$ cat config.mk
export PLATFORM = sky130hd
export DESIGN_NAME = id_exe_stage_flat
export DESIGN_NICKNAME = d
export VERILOG_FILES = /design/src/rtl/id_exe_stage_if.sv /design/src/rtl/id_exe_stage.sv /design/src/flat_wrapper.sv
export SDC_FILE = /design/constraint.sdc
export NUM_CORES = 1
export LEC_CHECK = 0
export ABC_AREA = 0
export BUFFER_PORTS_ARGS = -buffer_cell sky130_fd_sc_hd__buf_4
export CORE_AREA = 2 2 143 145
export DETAILED_ROUTE_END_ITERATION = 8
export DIE_AREA = 0 0 145 147
export GPL_TIMING_DRIVEN = 0
export PLACE_DENSITY = 0.69
export SLEW_MARGIN = 20
export SYNTH_ARGS = -nofsm -noshare
export SYNTH_HDL_FRONTEND = slang
export SYNTH_SLANG_ARGS = --single-unit
$ cat constraint.sdc
create_clock -name clk -period 2.2 [get_ports clk]
set_clock_uncertainty 0.2 [all_clocks]
set_input_delay 0.22 -clock clk [delete_from_list [all_inputs] [get_ports clk]]
set_output_delay 0.22 -clock clk [all_outputs]
set_load 0.05 [all_outputs]
$ cat src/rtl/id_exe_stage_if.sv
// Decode/EXE/WB-facing bundle of the ID/EXE pipeline register.
// master = environment (decode, memory, ALU, writeback); slave = id_exe_stage.
interface id_exe_stage_if;
  localparam int unsigned XLEN      = 32;
  localparam int unsigned REG_IDX_W = 5;
  localparam int unsigned ALU_OPC_W = 4;

  // Decode side
  logic                 dec_valid;
  logic                 dec_ready;
  logic [ALU_OPC_W-1:0] dec_alu_opc;
  logic                 dec_sel_pc;
  logic [XLEN-1:0]      dec_pc;
  logic [REG_IDX_W-1:0] dec_rs1;
  logic [REG_IDX_W-1:0] dec_rs2;
  logic                 dec_rs1_used;
  logic                 dec_rs2_used;
  logic [XLEN-1:0]      dec_rs1_data;
  logic [XLEN-1:0]      dec_rs2_data;
  logic [XLEN-1:0]      dec_imm;
  logic                 dec_use_imm;
  logic [REG_IDX_W-1:0] dec_rd;
  logic                 dec_rd_wen;
  logic                 dec_is_load;

  // Pipeline control and forwarding sources
  logic                 flush;
  logic                 mem_ready;
  logic [XLEN-1:0]      alu_result;
  logic [REG_IDX_W-1:0] wb_rd;
  logic                 wb_wen;
  logic [XLEN-1:0]      wb_data;

  // Registered EXE payload
  logic                 exe_valid_r;
  logic [ALU_OPC_W-1:0] exe_alu_opc_r;
  logic                 exe_sel_pc_r;
  logic [XLEN-1:0]      exe_pc_r;
  logic [XLEN-1:0]      exe_reg1_r;
  logic [XLEN-1:0]      exe_src2_r;
  logic [XLEN-1:0]      exe_rs2_data_r;
  logic [REG_IDX_W-1:0] exe_rd_r;
  logic                 exe_rd_wen_r;
  logic                 exe_is_load_r;

  modport master (
    output dec_valid, dec_alu_opc, dec_sel_pc, dec_pc,
    output dec_rs1, dec_rs2, dec_rs1_used, dec_rs2_used,
    output dec_rs1_data, dec_rs2_data, dec_imm, dec_use_imm,
    output dec_rd, dec_rd_wen, dec_is_load,
    output flush, mem_ready, alu_result, wb_rd, wb_wen, wb_data,
    input  dec_ready,
    input  exe_valid_r, exe_alu_opc_r, exe_sel_pc_r, exe_pc_r,
    input  exe_reg1_r, exe_src2_r, exe_rs2_data_r,
    input  exe_rd_r, exe_rd_wen_r, exe_is_load_r
  );

  modport slave (
    input  dec_valid, dec_alu_opc, dec_sel_pc, dec_pc,
    input  dec_rs1, dec_rs2, dec_rs1_used, dec_rs2_used,
    input  dec_rs1_data, dec_rs2_data, dec_imm, dec_use_imm,
    input  dec_rd, dec_rd_wen, dec_is_load,
    input  flush, mem_ready, alu_result, wb_rd, wb_wen, wb_data,
    output dec_ready,
    output exe_valid_r, exe_alu_opc_r, exe_sel_pc_r, exe_pc_r,
    output exe_reg1_r, exe_src2_r, exe_rs2_data_r,
    output exe_rd_r, exe_rd_wen_r, exe_is_load_r
  );
endinterface

$ cat src/rtl/id_exe_stage.sv
// RV32I decode-to-execute pipeline register with RAW hazard handling.
// Define FORWARDING_EN for EXE/WB bypassing; otherwise hazards stall until the producer leaves WB.
module id_exe_stage (
  input  logic          clk,
  input  logic          reset,
  id_exe_stage_if.slave bus
);
  localparam int unsigned XLEN      = 32;
  localparam int unsigned REG_IDX_W = 5;
  localparam int unsigned ALU_OPC_W = 4;

  logic                 exe_valid_q,    exe_valid_d;
  logic [ALU_OPC_W-1:0] exe_alu_opc_q,  exe_alu_opc_d;
  logic                 exe_sel_pc_q,   exe_sel_pc_d;
  logic [XLEN-1:0]      exe_pc_q,       exe_pc_d;
  logic [XLEN-1:0]      exe_reg1_q,     exe_reg1_d;
  logic [XLEN-1:0]      exe_src2_q,     exe_src2_d;
  logic [XLEN-1:0]      exe_rs2_data_q, exe_rs2_data_d;
  logic [REG_IDX_W-1:0] exe_rd_q,       exe_rd_d;
  logic                 exe_rd_wen_q,   exe_rd_wen_d;
  logic                 exe_is_load_q,  exe_is_load_d;

  logic            advance_c;
  logic            exe_hit1_c, exe_hit2_c;
  logic            wb_hit1_c, wb_hit2_c;
  logic            interlock_c;
  logic            dec_ready_c;
  logic            capture_c;
  logic [XLEN-1:0] fwd_rs1_c, fwd_rs2_c;

  assign advance_c = ~exe_valid_q | bus.mem_ready;

  // Register index 0 is hard-wired zero, so it never matches a producer.
  assign exe_hit1_c = exe_valid_q & exe_rd_wen_q & (exe_rd_q != '0) &
                      (bus.dec_rs1 == exe_rd_q) & bus.dec_rs1_used;
  assign exe_hit2_c = exe_valid_q & exe_rd_wen_q & (exe_rd_q != '0) &
                      (bus.dec_rs2 == exe_rd_q) & bus.dec_rs2_used;
  assign wb_hit1_c  = bus.wb_wen & (bus.wb_rd != '0) &
                      (bus.dec_rs1 == bus.wb_rd) & bus.dec_rs1_used;
  assign wb_hit2_c  = bus.wb_wen & (bus.wb_rd != '0) &
                      (bus.dec_rs2 == bus.wb_rd) & bus.dec_rs2_used;

`ifdef FORWARDING_EN
  // Only a load in EXE cannot be bypassed; its data is not ready until WB.
  assign interlock_c = (exe_hit1_c | exe_hit2_c) & exe_is_load_q;

  // EXE is the younger producer, so it wins over WB.
  always_comb begin
    fwd_rs1_c = bus.dec_rs1_data;
    fwd_rs2_c = bus.dec_rs2_data;
    if (exe_hit1_c && !exe_is_load_q) begin
      fwd_rs1_c = bus.alu_result;
    end else if (wb_hit1_c) begin
      fwd_rs1_c = bus.wb_data;
    end
    if (exe_hit2_c && !exe_is_load_q) begin
      fwd_rs2_c = bus.alu_result;
    end else if (wb_hit2_c) begin
      fwd_rs2_c = bus.wb_data;
    end
  end
`else
  // Without bypass, wait until the register file holds the producer's value.
  assign interlock_c = exe_hit1_c | exe_hit2_c | wb_hit1_c | wb_hit2_c;
  assign fwd_rs1_c   = bus.dec_rs1_data;
  assign fwd_rs2_c   = bus.dec_rs2_data;

  logic unused_fwd_c;
  assign unused_fwd_c = ^{bus.alu_result, bus.wb_data};
`endif

  assign dec_ready_c = bus.flush | (advance_c & ~interlock_c);
  assign capture_c   = bus.dec_valid & dec_ready_c;

  // Next-state: flush, then hold, then capture, else bubble.
  always_comb begin
    exe_valid_d    = exe_valid_q;
    exe_alu_opc_d  = exe_alu_opc_q;
    exe_sel_pc_d   = exe_sel_pc_q;
    exe_pc_d       = exe_pc_q;
    exe_reg1_d     = exe_reg1_q;
    exe_src2_d     = exe_src2_q;
    exe_rs2_data_d = exe_rs2_data_q;
    exe_rd_d       = exe_rd_q;
    exe_rd_wen_d   = exe_rd_wen_q;
    exe_is_load_d  = exe_is_load_q;

    if (bus.flush) begin
      exe_valid_d   = 1'b0;
      exe_rd_wen_d  = 1'b0;
      exe_is_load_d = 1'b0;
    end else if (!advance_c) begin
      exe_valid_d = exe_valid_q;
    end else if (capture_c) begin
      exe_valid_d    = 1'b1;
      exe_alu_opc_d  = bus.dec_alu_opc;
      exe_sel_pc_d   = bus.dec_sel_pc;
      exe_pc_d       = bus.dec_pc;
      exe_reg1_d     = fwd_rs1_c;
      exe_src2_d     = bus.dec_use_imm ? bus.dec_imm : fwd_rs2_c;
      exe_rs2_data_d = fwd_rs2_c;
      exe_rd_d       = bus.dec_rd;
      exe_rd_wen_d   = bus.dec_rd_wen;
      exe_is_load_d  = bus.dec_is_load;
    end else begin
      exe_valid_d   = 1'b0;
      exe_rd_wen_d  = 1'b0;
      exe_is_load_d = 1'b0;
    end
  end

  always_ff @(posedge clk) begin
    if (reset) begin
      exe_valid_q    <= 1'b0;
      exe_alu_opc_q  <= '0;
      exe_sel_pc_q   <= 1'b0;
      exe_pc_q       <= '0;
      exe_reg1_q     <= '0;
      exe_src2_q     <= '0;
      exe_rs2_data_q <= '0;
      exe_rd_q       <= '0;
      exe_rd_wen_q   <= 1'b0;
      exe_is_load_q  <= 1'b0;
    end else begin
      exe_valid_q    <= exe_valid_d;
      exe_alu_opc_q  <= exe_alu_opc_d;
      exe_sel_pc_q   <= exe_sel_pc_d;
      exe_pc_q       <= exe_pc_d;
      exe_reg1_q     <= exe_reg1_d;
      exe_src2_q     <= exe_src2_d;
      exe_rs2_data_q <= exe_rs2_data_d;
      exe_rd_q       <= exe_rd_d;
      exe_rd_wen_q   <= exe_rd_wen_d;
      exe_is_load_q  <= exe_is_load_d;
    end
  end

  assign bus.dec_ready      = dec_ready_c;
  assign bus.exe_valid_r    = exe_valid_q;
  assign bus.exe_alu_opc_r  = exe_alu_opc_q;
  assign bus.exe_sel_pc_r   = exe_sel_pc_q;
  assign bus.exe_pc_r       = exe_pc_q;
  assign bus.exe_reg1_r     = exe_reg1_q;
  assign bus.exe_src2_r     = exe_src2_q;
  assign bus.exe_rs2_data_r = exe_rs2_data_q;
  assign bus.exe_rd_r       = exe_rd_q;
  assign bus.exe_rd_wen_r   = exe_rd_wen_q;
  assign bus.exe_is_load_r  = exe_is_load_q;
endmodule

$ cat src/flat_wrapper.sv
// flat-port wrapper written by rule: the top's interface ports become plain ports
module id_exe_stage_flat 
  (clk, reset, bus_dec_valid, bus_dec_alu_opc, bus_dec_sel_pc, bus_dec_pc, bus_dec_rs1, bus_dec_rs2, bus_dec_rs1_used, bus_dec_rs2_used, bus_dec_rs1_data, bus_dec_rs2_data, bus_dec_imm, bus_dec_use_imm, bus_dec_rd, bus_dec_rd_wen, bus_dec_is_load, bus_flush, bus_mem_ready, bus_alu_result, bus_wb_rd, bus_wb_wen, bus_wb_data, bus_dec_ready, bus_exe_valid_r, bus_exe_alu_opc_r, bus_exe_sel_pc_r, bus_exe_pc_r, bus_exe_reg1_r, bus_exe_src2_r, bus_exe_rs2_data_r, bus_exe_rd_r, bus_exe_rd_wen_r, bus_exe_is_load_r);
  id_exe_stage_if bus_i ();
  input  logic clk;
  input  logic reset;
  input wire logic [$bits(bus_i.dec_valid)-1:0] bus_dec_valid;
  input wire logic [$bits(bus_i.dec_alu_opc)-1:0] bus_dec_alu_opc;
  input wire logic [$bits(bus_i.dec_sel_pc)-1:0] bus_dec_sel_pc;
  input wire logic [$bits(bus_i.dec_pc)-1:0] bus_dec_pc;
  input wire logic [$bits(bus_i.dec_rs1)-1:0] bus_dec_rs1;
  input wire logic [$bits(bus_i.dec_rs2)-1:0] bus_dec_rs2;
  input wire logic [$bits(bus_i.dec_rs1_used)-1:0] bus_dec_rs1_used;
  input wire logic [$bits(bus_i.dec_rs2_used)-1:0] bus_dec_rs2_used;
  input wire logic [$bits(bus_i.dec_rs1_data)-1:0] bus_dec_rs1_data;
  input wire logic [$bits(bus_i.dec_rs2_data)-1:0] bus_dec_rs2_data;
  input wire logic [$bits(bus_i.dec_imm)-1:0] bus_dec_imm;
  input wire logic [$bits(bus_i.dec_use_imm)-1:0] bus_dec_use_imm;
  input wire logic [$bits(bus_i.dec_rd)-1:0] bus_dec_rd;
  input wire logic [$bits(bus_i.dec_rd_wen)-1:0] bus_dec_rd_wen;
  input wire logic [$bits(bus_i.dec_is_load)-1:0] bus_dec_is_load;
  input wire logic [$bits(bus_i.flush)-1:0] bus_flush;
  input wire logic [$bits(bus_i.mem_ready)-1:0] bus_mem_ready;
  input wire logic [$bits(bus_i.alu_result)-1:0] bus_alu_result;
  input wire logic [$bits(bus_i.wb_rd)-1:0] bus_wb_rd;
  input wire logic [$bits(bus_i.wb_wen)-1:0] bus_wb_wen;
  input wire logic [$bits(bus_i.wb_data)-1:0] bus_wb_data;
  output wire logic [$bits(bus_i.dec_ready)-1:0] bus_dec_ready;
  output wire logic [$bits(bus_i.exe_valid_r)-1:0] bus_exe_valid_r;
  output wire logic [$bits(bus_i.exe_alu_opc_r)-1:0] bus_exe_alu_opc_r;
  output wire logic [$bits(bus_i.exe_sel_pc_r)-1:0] bus_exe_sel_pc_r;
  output wire logic [$bits(bus_i.exe_pc_r)-1:0] bus_exe_pc_r;
  output wire logic [$bits(bus_i.exe_reg1_r)-1:0] bus_exe_reg1_r;
  output wire logic [$bits(bus_i.exe_src2_r)-1:0] bus_exe_src2_r;
  output wire logic [$bits(bus_i.exe_rs2_data_r)-1:0] bus_exe_rs2_data_r;
  output wire logic [$bits(bus_i.exe_rd_r)-1:0] bus_exe_rd_r;
  output wire logic [$bits(bus_i.exe_rd_wen_r)-1:0] bus_exe_rd_wen_r;
  output wire logic [$bits(bus_i.exe_is_load_r)-1:0] bus_exe_is_load_r;
  assign bus_i.dec_valid = bus_dec_valid;
  assign bus_i.dec_alu_opc = bus_dec_alu_opc;
  assign bus_i.dec_sel_pc = bus_dec_sel_pc;
  assign bus_i.dec_pc = bus_dec_pc;
  assign bus_i.dec_rs1 = bus_dec_rs1;
  assign bus_i.dec_rs2 = bus_dec_rs2;
  assign bus_i.dec_rs1_used = bus_dec_rs1_used;
  assign bus_i.dec_rs2_used = bus_dec_rs2_used;
  assign bus_i.dec_rs1_data = bus_dec_rs1_data;
  assign bus_i.dec_rs2_data = bus_dec_rs2_data;
  assign bus_i.dec_imm = bus_dec_imm;
  assign bus_i.dec_use_imm = bus_dec_use_imm;
  assign bus_i.dec_rd = bus_dec_rd;
  assign bus_i.dec_rd_wen = bus_dec_rd_wen;
  assign bus_i.dec_is_load = bus_dec_is_load;
  assign bus_i.flush = bus_flush;
  assign bus_i.mem_ready = bus_mem_ready;
  assign bus_i.alu_result = bus_alu_result;
  assign bus_i.wb_rd = bus_wb_rd;
  assign bus_i.wb_wen = bus_wb_wen;
  assign bus_i.wb_data = bus_wb_data;
  assign bus_dec_ready = bus_i.dec_ready;
  assign bus_exe_valid_r = bus_i.exe_valid_r;
  assign bus_exe_alu_opc_r = bus_i.exe_alu_opc_r;
  assign bus_exe_sel_pc_r = bus_i.exe_sel_pc_r;
  assign bus_exe_pc_r = bus_i.exe_pc_r;
  assign bus_exe_reg1_r = bus_i.exe_reg1_r;
  assign bus_exe_src2_r = bus_i.exe_src2_r;
  assign bus_exe_rs2_data_r = bus_i.exe_rs2_data_r;
  assign bus_exe_rd_r = bus_i.exe_rd_r;
  assign bus_exe_rd_wen_r = bus_i.exe_rd_wen_r;
  assign bus_exe_is_load_r = bus_i.exe_is_load_r;
  id_exe_stage u_core (.clk(clk), .reset(reset), .bus(bus_i));
endmodule
==> impl_metrics.yaml <==
status:
  outcome: "complete, but fails checks"
  violations: "negative setup slack"
layout:
  n_fill_cell: 1544
  fin_nets: 1396
  area_growth_pct: 80.5
  fin_cells: 1452
  final_util_pct: 64.9
  layout-drive-gt1-share_pct: 59.4
worst_hold_path:
  holdCritStartpoint: "bus_dec_imm[7]"
  hold_depth: 3
  whs_endpoint: "u_core.bus.exe_src2_r[7]"
  hp-class: "input pin to register"
drt:
  routedWlPerCell_um: 19.2
  wl_mm: 27.8
  drt-pass1-iter-count: 4
  vias_per_cell: 5.04
  vias: 7320
  drc: 0
  detail-route-antenna-nets: 0
  drt_iter0_drc: 373
floorplanning:
  io_pins: 370
  fp.dieW_um: 145
  dieArea_sq_um: 21300
  std_cell_rows: 52
  core-area_sq_um: 19800
  start_util_pct: 35.9
  die_y_um: 147
critical_path:
  critical_path_buf_inv_count: 5
  rr_startpoint: "u_core.bus.exe_rd_r[3]"
  required_ns: 2.35
  cp_max_fo: 8
  critPathLaunchType: "register"
  reg2reg_depth: 10
  reg2reg_slack_ns: -0.23
  crit_path_frequent_cell: "buf_12"
  crit_type: "register to register"
  crit_path_end_kind: "register"
  cpPeakStageDelay_ns: 0.36
  path_delay_family: "buffers and inverters"
  path_cells: "or3_1, o311a_1, inv_2, o221a_1, buf_6, buf_12, buf_12, buf_16, nand3_4, a21oi_2"
  crit_slowest_cell: "dfxtp_4"
  r2r-end: "u_core.bus.exe_rs2_data_r[18]"
  arrival_ns: 2.58
timing:
  fmax_ghz: 0.411
  slew_headroom_pct: 35.3
  fin_ws_ns: -0.234
  period_share_pct: 111
  setup_viol: 141
  timing.final.hold_violations: 0
  grt_setup_unrepaired: "yes"
  slew_violations: 0
  min_period_ns: 2.43
  tightest_slew_ns: 0.971
yosys:
  yosys_warnings: 0
  synth-seq-cells: 141
  netlist_top_cells_area: "dfxtp_1 40%, nand3_2 14%, a21oi_2 12%, o21ai_0 6.1%, a211oi_2 5.3%"
  syn_inst: 681
  synth_area_sq_um: 7130
  synth_top_area_share_pct: 39.6
  syn_nets: 909
  yosys.area.top_type: "dfxtp_1"
  yosysSeqAreaShare_pct: 39.6
  synth_cell_types: 35
  syn_area_per_cell_sq_um: 10.5
global_routing:
  grt_max_degree: 17
  grt_pass1_vias: 7741
  grt_first_pass_wirelength_mm: 42.7
  grt-ovfl-total: 0
  grtUsageTotal_pct: 25.2
  antenna_found_initial: 1
power_and_ir_drop:
  ir_worst_vdd_mv: 0.536
  combPwrFrac_pct: 29.1
  p_sw_mw: 2.71
  leakage_nw: 5.05
  internal_power_mw: 5.28
  power.density_nw_per_um2: 621
  p_seq_share_pct: 34.8
  p_sw_share_pct: 33.9
  clkPwrFrac_pct: 36.1
clock_tree:
  cts_tree: "built"
  clock_tree.buffer_depth: 2
  clk_pin_slew_ns: 0.06
  cts_inserted_buffers: 17
  clock_latency_ns: 0.42
  htreeDepth: 4
  clock-sinks: 141
  root_buffer: "clkbuf_16"
placement:
  place_congestion: 0.909
  io_buffers: 303
  hpwl_mm: 18.2
  dpl.cell_count: 1254
flow_run:
  drv_cap: 0
[cell families after synthesis]
kind of cell / synth area share [%]
compound gates: 29.6
flops: 39.6
simple gates: 16.1
buf+inv: 7.70
mux: 4.49
xor+xnor: 2.46
[routing by layer]
layer,share of wire [%],up-vias,global-route usage (%)
met2,50,244,43.4
met5,0,-,0
met4,2.3,0,7.48
li1,-,3489,-
met1,42,3541,30.6
met3,6.0,46,7.11
[flip-flops by register name, summed over array words and instances, names as in the netlist]
name	count
u_core.bus.exe_pc_r	32
u_core.bus.exe_reg1_r	32
u_core.bus.exe_rs2_data_r	32
u_core.bus.exe_src2_r	32
u_core.bus.exe_rd_r	5
u_core.bus.exe_alu_opc_r	4
u_core.bus.exe_is_load_r	1
u_core.bus.exe_rd_wen_r	1
u_core.bus.exe_sel_pc_r	1
u_core.bus.exe_valid_r	1
[power groups by stage]
stage	Sequential [mW]	Clock [mW]	Combinational [mW]
4_1_cts	2.77	2.94	2.22
2_1_floorplan	3.29	0	0.672
5_1_grt	2.80	3.04	2.44
6_report	2.78	2.89	2.32
3_3_place_gp	2.82	0	1.82
3_5_place_dp	2.82	0	1.82
[synth_stat cells (all sizes together)]
cell type / instances
o221a: 1
o221ai: 2
a211oi: 33
or4: 1
nand3: 107
inv: 1
a21oi: 139
o311a: 1
mux2i: 32
o21ai: 107
nor2: 3
buf: 32
xor2: 16
clkbuf: 46
nand2: 1
nor4: 4
xnor2: 4
nor2b: 1
and2: 2
or3: 1
a32oi: 3
dfxtp: 141
nand2b: 3
[worst register-to-register path, cell delays in order, from the launching register on]
cell and delay (ns):
dfxtp_4 0.36, or3_1 0.36, o311a_1 0.30, inv_2 0.09
o221a_1 0.21, buf_6 0.19, buf_12 0.17, buf_12 0.13
buf_16 0.13, nand3_4 0.06, a21oi_2 0.14
[through the flow]
step	setup slack [ns]	hold WS, ns	instance area [sq um]	setup TNS (ns)	power, mW
2_1_floorplan	-0.00321	0.0910	7150	-0.0578	3.96
3_3_place_gp	-0.534	0.225	9760	-53.79	4.64
3_5_place_dp	-0.549	0.222	9760	-54.82	4.65
4_1_cts	-0.205	0.00389	12400	-23.20	7.93
5_1_grt	-0.312	0.0171	12900	-31.74	8.27
6_report	-0.234	0.0104	12900	-21.44	8.00
[how the worst max path moves through the flow]
stage / from / end / slack [ns] / depth (start not counted)
2_1_floorplan: u_core.bus.exe_rd_r[0] / u_core.bus.exe_src2_r[11] / -0.003 / 8
3_3_place_gp: bus_mem_ready / u_core.bus.exe_reg1_r[26] / -0.53 / 8
3_5_place_dp: bus_mem_ready / u_core.bus.exe_rs2_data_r[0] / -0.55 / 8
4_1_cts: u_core.bus.exe_rd_r[3] / u_core.bus.exe_src2_r[29] / -0.21 / 10
5_1_grt: u_core.bus.exe_valid_r / u_core.bus.exe_src2_r[3] / -0.31 / 6
6_report: u_core.bus.exe_rd_r[3] / u_core.bus.exe_rs2_data_r[18] / -0.23 / 10
[cell usage in the layout, fill, tap and decap left out, types with 20 or more instances in the layout]
cell,Yosys,routed
clkbuf_16,0,22
a21oi_1,39,31
clkbuf_1,46,33
a21oi_2,100,104
nand3_2,100,80
dfxtp_1,141,135
dlygate4sd3_1,0,131
buf_4,14,320
o21ai_1,19,39
mux2i_1,32,32
nand3_4,0,20
a211oi_2,30,33
buf_12,11,27
o21ai_0,87,41
[what timing repair did]
item | 4_1_cts | 5_1_grt
buffers inserted | 16 | 9
hold buffers | 131 | 0
pin swaps | 34 | 58
setup endpoints to repair | 142 | 142
resized for setup | 101 | 91
hold endpoints to repair | 132 | 0
gates cloned | 11 | 5
[layout make-up]
| type | instances | area [sq um] | area share [%] |
|---|---|---|---|
| Multi-Input combinational cell | 461 | 4230 | 32.9 |
| Clock inverter | 15 | 153 | 1.19 |
| Buffer | 77 | 658 | 5.11 |
| Antenna cell | 1 | 2.50 | 0.0194 |
| Inverter | 1 | 3.75 | 0.0292 |
| Tap cell | 270 | 338 | 2.62 |
| Timing Repair Buffer | 469 | 4220 | 32.8 |
| Sequential cell | 141 | 2840 | 22.1 |
| Clock buffer | 17 | 425 | 3.31 |
Note: power is estimated with default switching activity, not from simulation.
